**src/rtl/serial_pkg.sv**
```systemverilog
// Shared definitions for the bit-serial adder: sequencer state encoding and
// the default operand width.
package serial_pkg;

  localparam int DEFAULT_WIDTH = 64;

  typedef enum logic [1:0] {
    IDLE = 2'd0,
    RUN  = 2'd1,
    DONE = 2'd2
  } state_t;

endpackage

```
**src/rtl/serial_bit_counter.sv**
```systemverilog
// Bit index counter for the serial adder: walks 0..WIDTH-1 while enabled and
// flags the last bit so the sequencer knows when the add completes.
module serial_bit_counter #(
  parameter int WIDTH = serial_pkg::DEFAULT_WIDTH,
  parameter int IDX_W = $clog2(WIDTH)
) (
  input  logic             clk,
  input  logic             rst,
  input  logic             clear_i,
  input  logic             en_i,
  output logic [IDX_W-1:0] idx_o,
  output logic             last_o
);

  logic [IDX_W-1:0] idx_q;
  logic [IDX_W-1:0] idx_d;

  assign idx_o  = idx_q;
  assign last_o = (idx_q == IDX_W'(WIDTH - 1));

  // Clear wins over enable so a fresh add always starts at bit 0.
  always_comb begin
    idx_d = idx_q;
    if (clear_i) begin
      idx_d = '0;
    end else if (en_i) begin
      idx_d = last_o ? '0 : idx_q + IDX_W'(1);
    end
  end

  always_ff @(posedge clk) begin
    if (rst) begin
      idx_q <= '0;
    end else begin
      idx_q <= idx_d;
    end
  end

endmodule

```
**src/rtl/bitserial_add_sequencer.sv**
```systemverilog
// Bit-serial adder sequencer: latches two operands, adds them LSB first one
// bit per cycle, and exposes the per-bit slice signals for a downstream slice.
module bitserial_add_sequencer
  import serial_pkg::*;
#(
  parameter int UUID  = 0,
  parameter     NAME  = "",
  parameter int WIDTH = DEFAULT_WIDTH
) (
  input  logic             clk,
  input  logic             rst,
  input  logic             Start,
  input  logic [WIDTH-1:0] Input_A,
  input  logic [WIDTH-1:0] Input_B,
  input  logic             Overwrite,
  input  logic [WIDTH-1:0] Overwrite_value,
  output logic             Busy,
  output logic             Done,
  output logic             Bit,
  output logic             Carry,
  output logic             Overrite_bit,
  output logic             Overite,
  output logic [WIDTH-1:0] Result,
  output logic             Carry_out
);

  localparam int IDX_W = $clog2(WIDTH);

  state_t           state_q;
  logic [WIDTH-1:0] a_q;
  logic [WIDTH-1:0] b_q;
  logic [WIDTH-1:0] ovv_q;
  logic [WIDTH-1:0] sum_q;
  logic [WIDTH-1:0] sum_d;
  logic [WIDTH-1:0] result_q;
  logic             ov_q;
  logic             carry_q;
  logic             cout_q;
  logic             busy_q;
  logic             done_q;

  logic [IDX_W-1:0] idx;
  logic             last;
  logic             in_run;
  logic             accept;
  logic             a_bit;
  logic             b_bit;
  logic             ovv_bit;
  logic             res_bit;
  logic             carry_d;

  assign in_run  = (state_q == RUN);
  assign accept  = (state_q == IDLE) && Start;

  assign a_bit   = a_q[idx];
  assign b_bit   = b_q[idx];
  assign ovv_bit = ovv_q[idx];
  assign carry_d = (a_bit & b_bit) | (carry_q & (a_bit ^ b_bit));
  assign res_bit = ov_q ? ovv_bit : (a_bit ^ b_bit ^ carry_q);

  // Complete sum including the bit being finished this cycle, so Result can be
  // published in one step and stays untouched while the next add runs.
  always_comb begin
    sum_d      = sum_q;
    sum_d[idx] = res_bit;
  end

  serial_bit_counter #(
    .WIDTH (WIDTH),
    .IDX_W (IDX_W)
  ) u_counter (
    .clk     (clk),
    .rst     (rst),
    .clear_i (accept),
    .en_i    (in_run),
    .idx_o   (idx),
    .last_o  (last)
  );

  assign Bit          = in_run & (a_bit ^ b_bit);
  assign Carry        = in_run & carry_q;
  assign Overrite_bit = in_run & ovv_bit;
  assign Overite      = in_run & ov_q;
  assign Busy         = busy_q;
  assign Done         = done_q;
  assign Result       = result_q;
  assign Carry_out    = cout_q;

  always_ff @(posedge clk) begin
    if (rst) begin
      state_q  <= IDLE;
      a_q      <= '0;
      b_q      <= '0;
      ovv_q    <= '0;
      sum_q    <= '0;
      result_q <= '0;
      ov_q     <= 1'b0;
      carry_q  <= 1'b0;
      cout_q   <= 1'b0;
      busy_q   <= 1'b0;
      done_q   <= 1'b0;
    end else begin
      case (state_q)
        IDLE: begin
          done_q <= 1'b0;
          if (Start) begin
            a_q     <= Input_A;
            b_q     <= Input_B;
            ovv_q   <= Overwrite_value;
            ov_q    <= Overwrite;
            carry_q <= 1'b0;
            busy_q  <= 1'b1;
            state_q <= RUN;
          end
        end
        RUN: begin
          sum_q   <= sum_d;
          carry_q <= carry_d;
          if (last) begin
            result_q <= sum_d;
            cout_q   <= ov_q ? 1'b0 : carry_d;
            done_q   <= 1'b1;
            state_q  <= DONE;
          end
        end
        DONE: begin
          done_q  <= 1'b0;
          busy_q  <= 1'b0;
          state_q <= IDLE;
        end
        default: begin
          done_q  <= 1'b0;
          busy_q  <= 1'b0;
          state_q <= IDLE;
        end
      endcase
    end
  end

endmodule

```
**config.mk**
```make
export PLATFORM = sky130hd
export DESIGN_NAME = bitserial_add_sequencer
export DESIGN_NICKNAME = d
export VERILOG_FILES = /design/src/rtl/serial_pkg.sv /design/src/rtl/serial_bit_counter.sv /design/src/rtl/bitserial_add_sequencer.sv
export SDC_FILE = /design/constraint.sdc
export NUM_CORES = 1
export LEC_CHECK = 0
export ABC_AREA = 1
export BUFFER_PORTS_ARGS = -buffer_cell sky130_fd_sc_hd__buf_2
export CORE_MARGIN = 2
export CORE_UTILIZATION = 25
export CTS_BUF_LIST = sky130_fd_sc_hd__clkbuf_16
export DETAILED_ROUTE_END_ITERATION = 16
export PLACE_DENSITY_LB_ADDON = 0.12
export REMOVE_ABC_BUFFERS = 1
export SYNTH_ARGS = -nofsm -noshare
export SYNTH_HDL_FRONTEND = slang
export SYNTH_SLANG_ARGS = --single-unit
```
**constraint.sdc**
```tcl
create_clock -name clk -period 4.7 [get_ports clk]
set_input_delay 0.94 -clock clk [delete_from_list [all_inputs] [get_ports clk]]
set_output_delay 0.94 -clock clk [all_outputs]
set_load 0.01 [all_outputs]
```
==> results.sh <==
export IMPL_synth_ff_type="dfxtp_1"
export IMPL_fin_crit_ps=4463
export IMPL_pin_count=267
export IMPL_grt_use_total_pct=17.07
export IMPL_vias=15080
export IMPL_status="completed"
export IMPL_cts_buffers=42
export IMPL_dieArea_um2=63610
export IMPL_antenna_found_initial=1
export IMPL_synth_edf_count=0
export IMPL_n_antenna_cell=0
export IMPL_netlist_area_leader_share_pct=43.28
export IMPL_drc=0
export IMPL_cp_end_kind="output pin"
export IMPL_path_clk_slew_ps=60
export IMPL_dr_pass1_iters=5
export IMPL_synth_compound_area_share_pct=13.79
export IMPL_crit_arrival_ps=3520
export IMPL_worst_path_max_fanout=12
export IMPL_hold_ws_ps=452.0
export IMPL_nFillCells=6776
export IMPL_insertion_delay_ps=570
export IMPL_power_leakage_nw=8.729
export IMPL_layout_common_cells="nor2_1 (592), dfxtp_1 (332), nand2_1 (296), o21ai_0 (276), buf_2 (265)"
export IMPL_fin_crit_sh_pct=94.96
export IMPL_drt_antenna_violating_nets=0
export IMPL_yosys_top_cells_area="dfxtp_1 (43%), nor2_1 (15%), o21ai_0 (9.0%)"
export IMPL_synth_area_um2=15400
export IMPL_die_w_um=252.2
export IMPL_root_buffer="clkbuf_16"
export IMPL_layout_nets=2678
export IMPL_start_util_pct=25.42
export IMPL_rrSetupSlack_ps=800
export IMPL_grt_max_degree=123
export IMPL_rsz0062_at_grt="no"
export IMPL_peakVddDrop_v=0.0002315
export IMPL_grt_pass1_vias=14580
export IMPL_viasPerCell=4.578
export IMPL_clock_path_buffers=3
export IMPL_drt_wl_total_um=55090
export IMPL_clock_sinks=333
export IMPL_synth_seq_area_share_pct=43.28
export IMPL_yosys_area_share_simple_pct=32.40
export IMPL_grt_pass1_wl_um=84710
export IMPL_p_switching_mw=1.921
export IMPL_max_freq_mhz=224.1
export IMPL_power_share_switching_pct=27.50
export IMPL_slew_violations=0
export IMPL_area_delta_synth_final_pct=22.04
export IMPL_slew_headroom_pct=18.52
export IMPL_cts_tree="yes"
export IMPL_dp_hpwl_um=36420
export IMPL_cellPowerDensity_nw_per_um2=371.6
export IMPL_ys_warn_count=0
export IMPL_synth_top_family_by_area="simple AND/OR/NAND/NOR gates"
export IMPL_core_area_um2=60580
export IMPL_rows=90
export IMPL_gp_congestion=0.7453
export IMPL_syn_instance_count=2282
export IMPL_hold_viol_final=0
export IMPL_ys_ff_latch=333
export IMPL_required_ps=3760
export IMPL_power_frac_clock_pct=43.6
export IMPL_synth_area_mux_share_pct=0
export IMPL_max_slew_worst_pin_slew_ps=1222
export IMPL_grt_overflow_total=0
export IMPL_io_buffers=266
export IMPL_finalPower_mw=6.984
export IMPL_finalSetupViolations=0
export IMPL_synth_xor_area_share_pct=0
export IMPL_skew_ps=14.95
export IMPL_final_common_cell="nor2_1"
export IMPL_wl_per_cell_um=16.72
export IMPL_p_int_mw=5.064
export IMPL_start_kind="flip-flop"
export IMPL_p_comb_share_pct=12.1
export IMPL_die_h_um=252.2
export IMPL_critPathKind="flip-flop to output pin"
export IMPL_synth_distinct_cells=35
export IMPL_synth_largest_area_cell="dfxtp_1"
export IMPL_syn_area_per_cell_um2=6.749
export IMPL_synth_adder_area_share_pct=0.2924
export IMPL_drt_iter0_drc=993
export IMPL_seqPwrFrac_pct=44.3
export IMPL_synthArstFlopShare_pct=0
export IMPL_hp_class="flip-flop to flip-flop"
export IMPL_cts_htree_levels=2
export IMPL_fin_setup_tns_ps=0
export IMPL_maxCapViolCount=0
export IMPL_drive_gt1_share_pct=17.95
[routing by layer]
layer	GRT usage [%]	up-vias	part of all wire [%]
li1	-	7640	-
met1	23.98	7015	49
met2	27.02	363	44
met3	2.606	65	4.9
met4	4.852	0	2.2
met5	0	-	0
[power groups by stage]
stage | combinational, mW | clock [mW] | sequential (mW)
after floorplan | 0.534 | 0 | 3.13
after global placement | 0.838 | 0 | 3.15
after detailed placement | 0.852 | 0 | 3.15
after CTS | 0.860 | 3.17 | 3.09
after global routing | 0.965 | 3.28 | 3.11
final | 0.848 | 3.04 | 3.09
[synthesized netlist by cell type (9+ instances only)]
library cell / number
nor2_1: 597
dfxtp_1: 333
nand2_1: 298
o21ai_0: 277
inv_1: 233
nand3_1: 170
clkbuf_1: 105
a21oi_1: 80
nand3_2: 59
buf_2: 21
a22oi_1: 14
buf_1: 13
nor3_1: 10
o2111ai_1: 9
[registers in the layout, summed over array words and instances (netlist names)]
name	count
u_counter.idx_o	6
carry_q	1
Busy	1
Result	64
state_q	2
Carry_out	1
b_q	64
ov_q	1
sum_q	64
Done	1
a_q	64
ovv_q	64
[cells by family after synthesis]
family | after synthesis
simple gates | 1154
compound gates | 401
buf+inv | 391
flops | 333
fa+ha+maj | 3
[worst max-delay path, cell delays in order (launching register included)]
cell and delay, ps:
dfxtp_1 430, inv_1 180, nor3_4 760, buf_4 300
nand2_1 60, o2111ai_1 90, o21ai_0 180, nand2_1 150
nor2_1 60, nand2_1 100, ha_1 160, inv_1 60
nor2_2 220, buf_2 190
[final timing paths]
| kind | startpoint | endpoint | cells past startpoint |
|---|---|---|---|
| setup / recovery | u_counter.idx_o[2]$_SDFFE_PP0P_ | Bit | 13 |
| hold / removal | b_q[27]$_SDFFE_PP0P_ | b_q[27]$_SDFFE_PP0P_ | 2 |
| setup reg to reg | u_counter.idx_o[2]$_SDFFE_PP0P_ | sum_q[40]$_SDFFE_PP0P_ | 17 |
| hold reg to reg | b_q[27]$_SDFFE_PP0P_ | b_q[27]$_SDFFE_PP0P_ | 2 |
[through the flow]
stage	setup slack [ps]	cells	util, %	instance area (um^2)
floorplan	-5133	2129	-	14720
global placement	344.5	3213	28.75	17420
detailed placement	385.8	3213	28.75	17420
CTS	43.84	3295	31.00	18780
global route	0.8762	3295	31.03	18800
finish	237.0	3295	31.03	18800
[repair_timing]
item	in CTS	in global routing
endpoints found under the setup margin	1	1
pin swaps	0	0
gates resized for setup	5	5
setup buffers	4	0
hold buffers	0	0
endpoints found under the hold margin	0	0
[area by class of cell]
| cell class | instances | area [um^2] | area share, % |
|---|---|---|---|
| well taps | 782 | 978.4 | 5.205 |
| inverters | 238 | 908.4 | 4.833 |
| repair buffers | 306 | 1725 | 9.179 |
| flip-flops and latches | 333 | 6668 | 35.47 |
| multi-input cells | 1558 | 7228 | 38.45 |
| clock inverters | 33 | 162.7 | 0.8653 |
| clock buffers | 45 | 1126 | 5.991 |
Power figures use the tool's default switching activity.
